**config.mk**
```make
export PLATFORM = sky130hd
export DESIGN_NAME = sha256_host_loader
export DESIGN_NICKNAME = d
export VERILOG_FILES = /design/src/rtl/sha256_pkg.sv /design/src/rtl/sha256_host_loader.sv
export SDC_FILE = /design/constraint.sdc
export NUM_CORES = 1
export LEC_CHECK = 0
export CORE_MARGIN = 8
export CORE_UTILIZATION = 58
export CTS_BUF_LIST = sky130_fd_sc_hd__clkbuf_4 sky130_fd_sc_hd__clkbuf_8
export CTS_CLUSTER_SIZE = 30
export DETAILED_ROUTE_END_ITERATION = 8
export PLACE_DENSITY = 0.91
export SYNTH_ARGS = -nofsm -noshare
export SYNTH_HDL_FRONTEND = slang
export SYNTH_SLANG_ARGS = --single-unit
```
**constraint.sdc**
```tcl
create_clock -name clk -period 3.19 [get_ports clk]
set_clock_uncertainty 0.05 [all_clocks]
set_input_delay 0.319 -clock clk [delete_from_list [all_inputs] [get_ports clk]]
set_output_delay 0.319 -clock clk [all_outputs]
set_load 0.005 [all_outputs]
```
**src/rtl/sha256_pkg.sv**
```systemverilog
// Shared types and sizes for the SHA-256 host-side loader.
package sha256_pkg;

  localparam int HASH_WORDS = 8;
  localparam int ADDR_W     = 16;
  localparam int DATA_W     = 32;

  typedef enum logic [2:0] {
    S_IDLE,
    S_LOAD,
    S_START,
    S_WAIT_BUSY,
    S_WAIT_DONE,
    S_READ,
    S_DRAIN
  } state_t;

endpackage

```
**src/rtl/sha256_host_loader.sv**
```systemverilog
// Host-side loader: streams a message into the shared RAM, kicks the engine,
// then reads the 8-word digest back and streams it out.
//
// state       | meaning
// S_IDLE      | waiting for message word 0
// S_LOAD      | writing message words 1..N-1
// S_START     | core_start pulse cycle
// S_WAIT_BUSY | waiting for engine done to drop (done is high while idle)
// S_WAIT_DONE | waiting for engine done to rise
// S_READ      | issuing 8 digest reads, capturing one cycle behind
// S_DRAIN     | presenting digest words h0..h7 downstream
module sha256_host_loader
  import sha256_pkg::*;
#(
  parameter int                NUM_OF_WORDS = 20,
  parameter logic [ADDR_W-1:0] MSG_ADDR     = 16'h0000,
  parameter logic [ADDR_W-1:0] OUT_ADDR     = 16'h0100
) (
  input  logic              clk,
  input  logic              reset_n,
  input  logic              in_valid,
  output logic              in_ready,
  input  logic [DATA_W-1:0] in_data,
  output logic              core_start,
  input  logic              core_done,
  output logic [ADDR_W-1:0] message_addr,
  output logic [ADDR_W-1:0] output_addr,
  output logic              mem_clk,
  output logic              mem_we,
  output logic [ADDR_W-1:0] mem_addr,
  output logic [DATA_W-1:0] mem_write_data,
  input  logic [DATA_W-1:0] mem_read_data,
  output logic              hash_valid,
  input  logic              hash_ready,
  output logic [DATA_W-1:0] hash_data,
  output logic              hash_last,
  output logic              busy
);

  localparam int              WCW    = $clog2(NUM_OF_WORDS + 1);
  localparam logic [WCW-1:0]  LAST_W = WCW'(NUM_OF_WORDS - 1);

  state_t            state, state_nxt;
  logic [WCW-1:0]    wcnt;
  logic [3:0]        rcnt;
  logic [2:0]        ocnt;
  logic [DATA_W-1:0] hbuf [HASH_WORDS];
  logic              accept, last_word, read_done, hash_take;

  assign mem_clk      = clk;
  assign message_addr = MSG_ADDR;
  assign output_addr  = OUT_ADDR;
  assign busy         = (state != S_IDLE);
  assign accept       = in_valid & in_ready;
  // wcnt is 0 in IDLE, so this also covers the single-word job
  assign last_word    = (wcnt == LAST_W);
  assign read_done    = (rcnt == 4'(HASH_WORDS));
  assign hash_take    = hash_valid & hash_ready;

  always_ff @(posedge clk or negedge reset_n) begin
    if (!reset_n) state <= S_IDLE;
    else          state <= state_nxt;
  end

  always_comb begin
    state_nxt      = state;
    mem_we         = 1'b0;
    mem_addr       = '0;
    mem_write_data = '0;
    case (state)
      S_IDLE, S_LOAD: begin
        if (accept) begin
          mem_we         = 1'b1;
          mem_addr       = MSG_ADDR + ADDR_W'(wcnt);
          mem_write_data = in_data;
          state_nxt      = last_word ? S_START : S_LOAD;
        end
      end
      S_START:     state_nxt = S_WAIT_BUSY;
      S_WAIT_BUSY: if (!core_done) state_nxt = S_WAIT_DONE;
      S_WAIT_DONE: if (core_done)  state_nxt = S_READ;
      S_READ: begin
        if (!rcnt[3]) mem_addr = OUT_ADDR + ADDR_W'(rcnt);
        if (read_done) state_nxt = S_DRAIN;
      end
      S_DRAIN:     if (hash_take && ocnt == 3'd7) state_nxt = S_IDLE;
      default:     state_nxt = S_IDLE;
    endcase
  end

  // in_ready is registered from the next state, so it is low for the first
  // cycle after reset release and drops the cycle after the last word.
  always_ff @(posedge clk or negedge reset_n) begin
    if (!reset_n) begin
      in_ready   <= 1'b0;
      core_start <= 1'b0;
      wcnt       <= '0;
      rcnt       <= '0;
      ocnt       <= '0;
      hash_valid <= 1'b0;
      hash_last  <= 1'b0;
      hash_data  <= '0;
      for (int i = 0; i < HASH_WORDS; i++) hbuf[i] <= '0;
    end else begin
      in_ready   <= (state_nxt == S_IDLE) || (state_nxt == S_LOAD);
      core_start <= (state_nxt == S_START);
      if (accept) wcnt <= last_word ? '0 : wcnt + 1'b1;
      rcnt <= (state == S_READ && !read_done) ? rcnt + 4'd1 : 4'd0;
      if (state == S_READ && rcnt != 4'd0) hbuf[3'(rcnt - 4'd1)] <= mem_read_data;

      if (state == S_READ && read_done) begin
        hash_valid <= 1'b1;
        hash_data  <= hbuf[0];
        hash_last  <= 1'b0;
        ocnt       <= '0;
      end else if (state == S_DRAIN && hash_take) begin
        if (ocnt == 3'd7) begin
          hash_valid <= 1'b0;
          hash_last  <= 1'b0;
          ocnt       <= '0;
        end else begin
          ocnt      <= ocnt + 3'd1;
          hash_data <= hbuf[ocnt + 3'd1];
          hash_last <= (ocnt == 3'd6);
        end
      end
    end
  end

endmodule

```
Word level (Yosys, flattened, before mapping)
Index checks and enable logic that the tools add are counted.

storage, ports and cells
  bits in registers = 307
  output and inout port bits = 119

cells by class
  add/subtract/negate cells = 5
  magnitude comparators = 3
  equal/unequal tests = 13
  mux-type cells = 34
  bitwise operators = 4
  reduce and logical (&&, ||, !) cells = 17

operators with widths
  kind                  count
  $bwmux 256            1
  $mux 32               8
  $bmux 32 s3           1
  $demux 32 s3          1
  $mux 3                8
  $pmux 10 s2           1
  $pmux 3 s6            1
  $eq 3x3->1 const B    5
  $add 9x4->10 const A  1
  $mux 10               1
  $mux 5                2
  $eq 3x2->1 const B    3
  $ge 4x4->1 const B    2
  $mux 1                8
  $not 3->4             2
  $eq 3x1->1 const B    2
  $logic_and 1x1->1     6
  $logic_not 3->1       2
  $add 5x1->5 const B   1
  $eq 5x5->1 const B    1
  $add 4x1->4 const B   1
  $eq 4x4->1 const B    1
  $lt 4x1->1 const B    1
  $mux 4                1
  12 further kinds      15

Longest topological paths before layout
Gate-level depths: netlist of run 1.

  depth in word-level cells = 8
  depth in mapped cells = 10

==> results of run 1 <==
## metal layers
| layer | track usage (%) | up-vias | wire length, um |
|---|---|---|---|
| met3 | 6.08 | 88 | 2490 |
| met4 | 8.59 | 2 | 987 |
| met2 | 40.3 | 367 | 17900 |
| li1 | - | 3920 | - |
| met5 | 0 | - | 13 |
| met1 | 30.0 | 4788 | 14700 |
## power by group through the flow
stage	combinational [uW]	sequential [uW]	clock [uW]
6_report	1430	4400	3820
5_1_grt	1560	4440	4050
4_1_cts	1440	4400	3860
3_5_place_dp	1430	4460	26.4
3_3_place_gp	1370	4440	26.4
2_1_floorplan	843	4380	20.3
## cell type report
class                   count  area (sq um)
flip-flops and latches    307          7690
fillers                  1542          7490
multi-input cells         600          6330
repair buffers            178          1820
clock buffers              81          1040
well taps                 330           413
clock inverters             9           104
inverters                   5          18.8
diodes                      1          2.50
## flip-flops by register name, indices dropped and copies added, names as in the netlist, 3 cells and up
register,count
hash_data,32
hbuf,256
ocnt,3
rcnt,4
state,3
wcnt,5
## synthesized netlist by cell type (8+ instances only)
cell | n | area share (%)
a21oi_1 | 21 | 0.72
a221o_1 | 13 | 0.90
a22o_1 | 18 | 1.1
and2_1 | 35 | 1.5
buf_2 | 34 | 1.2
buf_4 | 52 | 2.7
clkbuf_1 | 19 | 0.49
dfrtp_1 | 307 | 53
mux2_1 | 33 | 2.6
mux2_2 | 232 | 18
mux4_2 | 63 | 9.8
nand2_1 | 27 | 0.70
nand3_1 | 8 | 0.28
o211a_1 | 13 | 0.90
o22a_1 | 15 | 0.90
## cells by family (layout without fill, tap and decap cells)
family                     Yosys count  count (layout)  synth area share [%]
muxes                              338             338                  31.3
DFF                                307             307                  52.8
buffers and inverters              114             273                  4.85
and+or+nand+nor                    109             109                  4.60
AOI/OAI and AO/OA                  100             100                  5.50
adders and majority gates            6               6                 0.516
xor gates and xnor gates             5               5                 0.301
other                                2              43                0.0517
## worst reg2reg max path, delay by kind of cell (launching register included)
kind / cells / cell delay, ps
AND/OR/NAND/NOR: 2 / 840
buffers and inverters: 2 / 420
adder cells (fa/ha/maj): 1 / 340
flip-flops: 1 / 420
AO/OA/AOI/OAI: 1 / 190
multiplexers: 1 / 140
## path summary, 6_finish.rpt
path,end,slack (ps)
worst min register to register,hbuf[37]$_DFFE_PN0P_,440
min in group asynchronous,hash_data[27]$_DFFE_PN0P_,270
worst max register to register,hash_data[7]$_DFFE_PN0P_,730
max in group asynchronous,hbuf[243]$_DFFE_PN0P_,1950
worst max-delay path,mem_addr[2],170
worst min-delay path,state[0]$_DFF_PN0_,260
## timing repair
| item | CTS | global route |
|---|---|---|
| resized for setup | 0 | 0 |
| hold buffers | 1 | 0 |
| endpoints found under the hold margin | 108 | 0 |
## cell usage in the layout (no fill, tap or decap), drive strengths merged, types with 5 or more instances in the layout
cell type / instances
a21oi: 21
a221o: 13
a22o: 18
and2: 35
buf: 34
clkbuf: 80
clkdlybuf4s50: 144
conb: 42
dfrtp: 307
ha: 6
inv: 6
mux2: 272
mux4: 64
nand2: 27
nand3: 8
nor2: 8
nor3: 10
o211a: 13
o21ai: 5
o22a: 15
## through the flow
step	setup slack [ps]	instances	area [sq um]	hold WS (ps)	utilization, %
4_1_cts	156	1510	17400	239	69.9
3_3_place_gp	741	1420	16300	402	65.3
5_1_grt	48.1	1511	17400	274	69.9
6_report	166	1511	17400	257	69.9
3_5_place_dp	673	1420	16300	414	65.3
2_1_floorplan	317	1021	14700	-26.6	-
==> results.json, run 1 <==
{
  "core_sq_um": 24900,
  "avgViaCountPerCell": 6.07,
  "drt_wl_total_um": 36000,
  "critPathRequiredTime_ps": 2820,
  "crit_type": "reg2out",
  "cp_top_family": "simple AND/OR/NAND/NOR gates",
  "max_freq_mhz": 331,
  "dieArea_sq_um": 30400,
  "min_path_cells": 3,
  "netlist_area_sq_um": 14500,
  "crit_arrival_ps": 2650,
  "total_power_uw": 9650,
  "hold_class": "in2reg",
  "maxCapViolations": 0,
  "rr_startpoint": "rcnt[1]$_DFF_PN0_",
  "rsz0062_at_grt": "no",
  "path_clk_slew_ps": 60,
  "crit_cells": 4,
  "power_frac_comb_pct": 14.8,
  "final_nets": 1218,
  "first_iter_violations": 522,
  "p_int_uw": 7210,
  "crit_fanout": 19,
  "ios": 188,
  "r2r.worst_path.cells": 7,
  "vias": 9165,
  "cts_setup_buffers": 0,
  "tns_ps": 0,
  "hold_viol": 0,
  "power_density_nw_per_um2": 554,
  "path_buf_inv": 1,
  "overflow": 0,
  "drc": 0,
  "syn_inst": 981,
  "switchingPower_uw": 2440,
  "worst-slew-pin-transition_ps": 878,
  "swShare_pct": 25.3,
  "period_share_pct": 94.8,
  "synth-seq-cells": 307,
  "cp_slowest_cell": "clkdlybuf4s50_1",
  "routabilityCongestion": 0.774,
  "dr.pass1.iters": 5,
  "antenna_left": 0,
  "p_clk_share_pct": 39.6,
  "synthArstFlopShare_pct": 100,
  "portBuffers": 145,
  "setup_viol": 0,
  "yosys.cell_types.count": 56,
  "hpwl_um": 21900,
  "synth_ff_type": "dfrtp_1",
  "outcome": "complete, no violations",
  "worstSetupStartpointType": "flip-flop",
  "fin_crit_ps": 3020,
  "slew_violations": 0,
  "die-width_um": 174,
  "grtUsageTotal_pct": 24.1,
  "rows": 58,
  "synth-seq-area-share_pct": 52.8,
  "crit_chain": "nand3b_4 -> nor2_1 -> a22o_1 -> clkdlybuf4s50_1",
  "hold_start": "core_done",
  "crit_start": "state[1]$_DFF_PN0_",
  "cts_tree": "built",
  "grt_max_degree": 116,
  "critPathCaptureType": "primary output",
  "syn_area_per_cell_sq_um": 14.8,
  "grt_pass1_wl_um": 58000,
  "drive_gt1_share_pct": 37.1,
  "grt_pass1_vias": 10300,
  "seqPwrFrac_pct": 45.6,
  "slew_headroom_pct": 41.5,
  "synth-edff-count": 0,
  "max_stage_delay_ps": 500,
  "antenna_found_initial": 2,
  "fp.dieH_um": 174,
  "wl_per_cell_um": 23.8,
  "ir_drop_v": 0.000351,
  "synth_warnings": 0,
  "leakagePower_uw": 0.00784,
  "insertion_delay_ps": 680,
  "initial_core_util_pct": 58.4,
  "area_growth_pct": 19.7
}
(Power assumes the default switching activity.)
==> run 2: changes to the inputs <==
Settings changed: GPL_TIMING_DRIVEN from default to 1.
==> results of run 2 <==
No change in the layout: final DEF, timing and power equal those of run 1.
